[config.mk]
export PLATFORM = sky130hd
export DESIGN_NAME = hlsm_lat_dotdiv
export DESIGN_NICKNAME = d
export VERILOG_FILES = /design/src/rtl/hlsm_pkg.sv /design/src/rtl/hlsm_div_guard.sv /design/src/rtl/hlsm_lat_dotdiv.sv
export SDC_FILE = /design/constraint.sdc
export NUM_CORES = 2
export LEC_CHECK = 0
export CAP_MARGIN = 30
export CORE_MARGIN = 10
export CORE_UTILIZATION = 40
export CTS_BUF_LIST = sky130_fd_sc_hd__clkbuf_8 sky130_fd_sc_hd__clkbuf_16
export DETAILED_ROUTE_END_ITERATION = 12
export PLACE_DENSITY = 0.66
export SLEW_MARGIN = 20
export SYNTH_ARGS = -nofsm -noshare
export SYNTH_HDL_FRONTEND = slang
export SYNTH_SLANG_ARGS = --single-unit
[constraint.sdc]
create_clock -name Clk -period 85.9 [get_ports Clk]
set_clock_uncertainty 0.15 [all_clocks]
set_input_delay 8.59 -clock Clk [delete_from_list [all_inputs] [get_ports Clk]]
set_output_delay 8.59 -clock Clk [all_outputs]
set_load 0.05 [all_outputs]
[src/rtl/hlsm_pkg.sv]
// Shared controller types and limits for the hlsm_lat_dotdiv latency block.
package hlsm_pkg;

   typedef enum logic [2:0] {
      IDLE = 3'd0,
      MUL  = 3'd1,
      ADD  = 3'd2,
      DIV  = 3'd3,
      WAIT = 3'd4,
      FIN  = 3'd5
   } state_e;

   localparam int MIN_LATENCY = 4;
   localparam int MAX_LATENCY = 255;

   // Counter must be able to hold LATENCY itself.
   function automatic int cnt_width(input int latency);
      return $clog2(latency + 1);
   endfunction

endpackage

[src/rtl/hlsm_div_guard.sv]
// Combinational divide with a zero-divisor guard; quotient is 0 when den_i==0.
module hlsm_div_guard
   import hlsm_pkg::*;
#(
   parameter int WIDTH       = 16,
   parameter int SIGNED_MODE = 1
) (
   input  logic [WIDTH-1:0] num_i,
   input  logic [WIDTH-1:0] den_i,
   output logic [WIDTH-1:0] quot_o,
   output logic             zero_o
);

   logic signed [WIDTH-1:0] num_s;
   logic signed [WIDTH-1:0] den_s;
   logic                    ovf;

   assign num_s  = num_i;
   assign den_s  = den_i;
   assign zero_o = (den_i == '0);
   // MIN / -1 is not representable; wrap it back to MIN explicitly.
   assign ovf    = (num_i == {1'b1, {(WIDTH-1){1'b0}}}) && (den_i == '1);

   always_comb begin
      quot_o = '0;
      if (!zero_o) begin
         if (SIGNED_MODE != 0) begin
            if (ovf) quot_o = num_i;
            else     quot_o = num_s / den_s;
         end else begin
            quot_o = num_i / den_i;
         end
      end
   end

endmodule

[src/rtl/hlsm_lat_dotdiv.sv]
// Fixed-latency k=(a*b+c*d)/e, l=f/g with Start/Busy/Done handshake.
// Optional macro HLSM_DIVZERO_FLAG_EN adds a DivZero flag qualified by Done.
module hlsm_lat_dotdiv
   import hlsm_pkg::*;
#(
   parameter int WIDTH       = 16,
   parameter int LATENCY     = 11,
   parameter int SIGNED_MODE = 1
) (
   input  logic             Clk,
   input  logic             Rst,
   input  logic             Start,
   input  logic [WIDTH-1:0] a,
   input  logic [WIDTH-1:0] b,
   input  logic [WIDTH-1:0] c,
   input  logic [WIDTH-1:0] d,
   input  logic [WIDTH-1:0] e,
   input  logic [WIDTH-1:0] f,
   input  logic [WIDTH-1:0] g,
   output logic [WIDTH-1:0] k,
   output logic [WIDTH-1:0] l,
   output logic             Busy,
`ifdef HLSM_DIVZERO_FLAG_EN
   output logic             DivZero,
`endif
   output logic             Done
);

   localparam int CW = cnt_width(LATENCY);

   if (LATENCY < MIN_LATENCY || LATENCY > MAX_LATENCY) begin : g_bad_latency
      $error("hlsm_lat_dotdiv: LATENCY must be within 4..255");
   end

   state_e           state_q, state_d;
   logic [CW-1:0]    cnt_q, cnt_d;
   logic [WIDTH-1:0] a_q, b_q, c_q, d_q, e_q, f_q, g_q;
   logic [WIDTH-1:0] a_d, b_d, c_d, d_d, e_d, f_d, g_d;
   logic [WIDTH-1:0] h_q, i_q, j_q, k_q, l_q;
   logic [WIDTH-1:0] h_d, i_d, j_d, k_d, l_d;
   logic             busy_q, busy_d, done_q, done_d, dz_q, dz_d;
   logic [WIDTH-1:0] quot_k, quot_l;
   logic             zero_k, zero_l;
   logic             last_cnt;

   hlsm_div_guard #(.WIDTH(WIDTH), .SIGNED_MODE(SIGNED_MODE)) u_div_k (
      .num_i (j_q),
      .den_i (e_q),
      .quot_o(quot_k),
      .zero_o(zero_k)
   );

   hlsm_div_guard #(.WIDTH(WIDTH), .SIGNED_MODE(SIGNED_MODE)) u_div_l (
      .num_i (f_q),
      .den_i (g_q),
      .quot_o(quot_l),
      .zero_o(zero_l)
   );

   // cnt holds the number of edges since acceptance; FIN lands on the LATENCY-th busy cycle.
   assign last_cnt = (cnt_q == CW'(LATENCY - 1));

   always_comb begin
      state_d = state_q;
      cnt_d   = cnt_q;
      a_d = a_q; b_d = b_q; c_d = c_q; d_d = d_q;
      e_d = e_q; f_d = f_q; g_d = g_q;
      h_d = h_q; i_d = i_q; j_d = j_q; k_d = k_q; l_d = l_q;
      busy_d  = busy_q;
      done_d  = 1'b0;
      dz_d    = 1'b0;
      case (state_q)
         IDLE: begin
            if (Start) begin
               a_d = a; b_d = b; c_d = c; d_d = d;
               e_d = e; f_d = f; g_d = g;
               k_d     = '0;
               l_d     = '0;
               busy_d  = 1'b1;
               cnt_d   = CW'(1);
               state_d = MUL;
            end
         end
         MUL: begin
            h_d     = a_q * b_q;
            i_d     = c_q * d_q;
            l_d     = quot_l;
            cnt_d   = cnt_q + CW'(1);
            state_d = ADD;
         end
         ADD: begin
            j_d     = h_q + i_q;
            cnt_d   = cnt_q + CW'(1);
            state_d = DIV;
         end
         DIV, WAIT: begin
            if (state_q == DIV) k_d = quot_k;
            cnt_d = cnt_q + CW'(1);
            if (last_cnt) begin
               state_d = FIN;
               done_d  = 1'b1;
               dz_d    = zero_k | zero_l;
            end else begin
               state_d = WAIT;
            end
         end
         FIN: begin
            state_d = IDLE;
            busy_d  = 1'b0;
            cnt_d   = '0;
         end
         default: begin
            state_d = IDLE;
            busy_d  = 1'b0;
            cnt_d   = '0;
         end
      endcase
   end

   always_ff @(posedge Clk or posedge Rst) begin
      if (Rst) begin
         state_q <= IDLE;
         cnt_q   <= '0;
         a_q <= '0; b_q <= '0; c_q <= '0; d_q <= '0;
         e_q <= '0; f_q <= '0; g_q <= '0;
         h_q <= '0; i_q <= '0; j_q <= '0; k_q <= '0; l_q <= '0;
         busy_q  <= 1'b0;
         done_q  <= 1'b0;
         dz_q    <= 1'b0;
      end else begin
         state_q <= state_d;
         cnt_q   <= cnt_d;
         a_q <= a_d; b_q <= b_d; c_q <= c_d; d_q <= d_d;
         e_q <= e_d; f_q <= f_d; g_q <= g_d;
         h_q <= h_d; i_q <= i_d; j_q <= j_d; k_q <= k_d; l_q <= l_d;
         busy_q  <= busy_d;
         done_q  <= done_d;
         dz_q    <= dz_d;
      end
   end

   assign k    = k_q;
   assign l    = l_q;
   assign Busy = busy_q;
   assign Done = done_q;

`ifdef HLSM_DIVZERO_FLAG_EN
   assign DivZero = dz_q;
`else
   logic unused_divzero;
   assign unused_divzero = dz_q;
`endif

endmodule

==> results.tsv <==
stage	metric	value	unit
outcome	status	complete, no violations	
worst_setup_path	Worst setup SP type	flip-flop	
sta	period utilisation layout	43.2	%
cts	worst-case clock buffer depth	3	
die	die area	93300	um2
synth	Synth Flop Type	dfrtp_1	
sta	RSZ-0062 raised after global routing	no	
drt	Via density	5.75	
synth	Mapped Cells	3986	
cts	root buf cell	clkbuf_16	
worst_setup_path	CP delay by family, top	compound AO/OA/AOI/OAI gates	
worst_setup_path	Worst path max stage delay	0.83	ns
place	global placement routability congestion	0.962	
synth	post-synthesis sequential area ratio	15.4	%
drt	Initial DRT Pass Iterations	6	
synth	top cells by area, synth	dfrtp_1 15%, ha_1 15%, fa_1 9.9%	
drt	Detail Route Antenna Nets	0	
die	site row count	104	
die	Die Ht	305	um
synth	Synth Register Bits	201	
synth	Synth top area share	15.4	%
synth	synthesized cell area	32600	um2
grt	vias in the first global route	28800	
grt	first-pass GRT wire length	159000	um
synth	asr flop ratio synth	100	%
sta	Max Fclk	26.9	MHz
drt	post-DR wirelength/cell	19.4	um
synth	Post-Synthesis Net Count	4659	
worst_setup_path	worst path bufs/invs	8	
die	die width	305	um
synth	Synth cell types	108	
drt	via count	29600	
place	IO buf count	148	
die	IO Pins	149	
cts	# H-tree levels	1	
worst_setup_path	Worst Setup End Kind	flip-flop	
die	initial core utilization	40.4	%
layout	final net count	4735	
job	number of max-cap violations	0	
worst_setup_path	CP required	86.20	ns
worst_setup_path	slowest CP cell	o41ai_1	
cts	worst-skew pair later-pin latency	0.63	ns
synth	post-synth top area cell	dfrtp_1	
sta	setup violators final	0	
hold_path	Hold Crit Class	reg -> reg	
drt	Remaining DRCs	0	
sta	slew margin rel.	37.1	%
die	Core Region	80700	um2
cts	clk sink count	201	
grt	GRT Util Overall	20.6	%
worst_setup_path	Critical Path AT	37.41	ns
drt	Starting DRT DRC Count	1996	
cts	postcts setup bufs	0	
sta	setup TNS	0	ns
layout	layout cell share with drive strength beyond 1	8.26	%
grt	gr ovfl total	0	
sta	pins over their slew limit	0	
sta	Least-Margin Pin Slew	0.937	ns
layout	Final Non-Filler Cells	5140	
sta	post-layout minimum cycle time	37.11	ns
cts	CTS tree	done	
grt	initial antenna violation count	3	
worst_setup_path	FF-to-FF path depth	127	
place	placed cell count	5091	
worst_setup_path	CP Max Fanout	16	
cts	post_cts resized	0	
synth	warnings from Yosys	0	
layout	ANT cells	0	
layout	synthesis-to-layout area growth	10.6	%
drt	final WL	99500	um
synth	Avg Inst Size Synth	8.17	um2
sta	Hold Vio Cnt, Final	0	
worst_setup_path	Worst Setup Path Type	reg -> reg	
cts	Worst-path clk slew	0.06	ns
synth	number of synthesized flops with an enable pin	0	
place	Post-DP HPWL	78800	um
grt	largest net degree at the start of global routing	92	
cts	clock buffer count from CTS	28	
worst_setup_path	WP depth	127	
cts	CTS Hold Buffers Added	0	
hold_path	Hold Path Stages	2	
per-layer routing:
layer | up-vias | wire (um) | GRT usage [%]
li1 | 14300 | - | -
met1 | 14200 | 46100 | 28.5
met2 | 949 | 44800 | 33.7
met3 | 154 | 6140 | 2.82
met4 | 2 | 2440 | 4.69
met5 | - | 20 | 0
worst register-to-register path, delay by kind of cell (launching register included):
family / cells / cell delay, ns
XOR/XNOR: 2 / 0.86
flip-flops: 1 / 0.51
adder cells (fa/ha/maj): 15 / 4.79
multiplexers: 5 / 1.93
AND/OR/NAND/NOR: 31 / 9.86
AO/OA/AOI/OAI: 66 / 17.28
buffers and inverters: 8 / 1.57
cells in the mapped netlist, types with 21 or more instances:
master / n
o21ai_0: 201
nor4_1: 24
nand3_1: 75
o21a_1: 71
clkbuf_1: 114
dfrtp_1: 201
and3_1: 24
and2_1: 106
nand2_1: 482
o211ai_1: 39
xnor2_1: 198
xor2_1: 95
nor3_1: 98
mux2_2: 140
a211oi_1: 24
nor2_1: 246
nand2b_1: 33
o31ai_1: 43
nor2b_1: 22
a21o_1: 80
a31oi_1: 44
o41ai_1: 21
fa_1: 161
or2_2: 25
a21boi_0: 23
inv_1: 357
mux2i_1: 26
a21oi_1: 186
ha_1: 397
buf_2: 22
or3_1: 36
nand4_1: 38
final cells by class:
class,count,area [um2]
tap,1060,1330
clock buffer,33,769
inverter,358,1350
multi-input combinational,3275,25600
timing repair buffer,198,1860
sequential,201,5030
fill,8082,44600
clock inverter,15,124
cell usage in the layout (no fill, tap or decap), types with 43 or more instances in the layout:
cell / count
dfrtp_1: 201
nor2_1: 246
o31ai_1: 43
xnor2_1: 198
nor3_1: 98
nand2_1: 482
a31oi_1: 44
mux2_2: 140
buf_4: 46
a21o_1: 80
o21ai_0: 201
fa_1: 161
a21oi_1: 186
and2_1: 106
o21a_1: 71
ha_1: 397
xor2_1: 95
nand3_1: 75
clkdlybuf4s50_1: 148
inv_1: 359
logic make-up (layout without fill, tap and decap cells):
group | count (synthesis) | count (layout) | synth area share, %
and+or+nand+nor | 1297 | 1297 | 19.4
buffers and inverters | 510 | 604 | 6.12
adders and majority gates | 558 | 558 | 25.1
AOI/OAI and AO/OA | 958 | 958 | 20.2
DFF | 201 | 201 | 15.4
xor gates and xnor gates | 294 | 294 | 7.93
muxes | 168 | 168 | 5.73
through the flow:
step | hold slack (ns) | utilization (%) | setup slack, ns | area, um2
global route | 0.352 | 44.7 | 45.73 | 36000
global placement | 0.314 | 43.5 | 48.79 | 35100
floorplan | 0.293 | - | 55.87 | 32600
detailed placement | 0.320 | 43.5 | 49.06 | 35100
CTS | 0.332 | 44.6 | 48.85 | 36000
finish | 0.322 | 44.7 | 48.79 | 36000
flip-flops by register name (all words and copies together), names as in the netlist:
| name | count |
|---|---|
| a_q | 16 |
| b_q | 16 |
| c_q | 16 |
| d_q | 16 |
| e_q | 16 |
| f_q | 16 |
| g_q | 16 |
| h_q | 16 |
| i_q | 16 |
| j_q | 16 |
| k | 16 |
| l | 16 |
| cnt_q | 4 |
| state_q | 3 |
| Busy | 1 |
| Done | 1 |
path summary, 6_finish.rpt:
kind                         from  endpoint  slack (ns)
hold / removal              k[13]     k[13]        0.32
setup reg to reg           g_q[6]     l[13]       48.79
min in group asynchronous     Rst    d_q[1]        8.32
hold reg to reg             k[13]     k[13]        0.32
max in group asynchronous     Rst     k[13]       75.17
setup / recovery           g_q[6]     l[13]       48.79
Power is left out: the tool's default activity adds up to more than one toggle a clock period on the data nets, which glitch-free logic cannot reach.
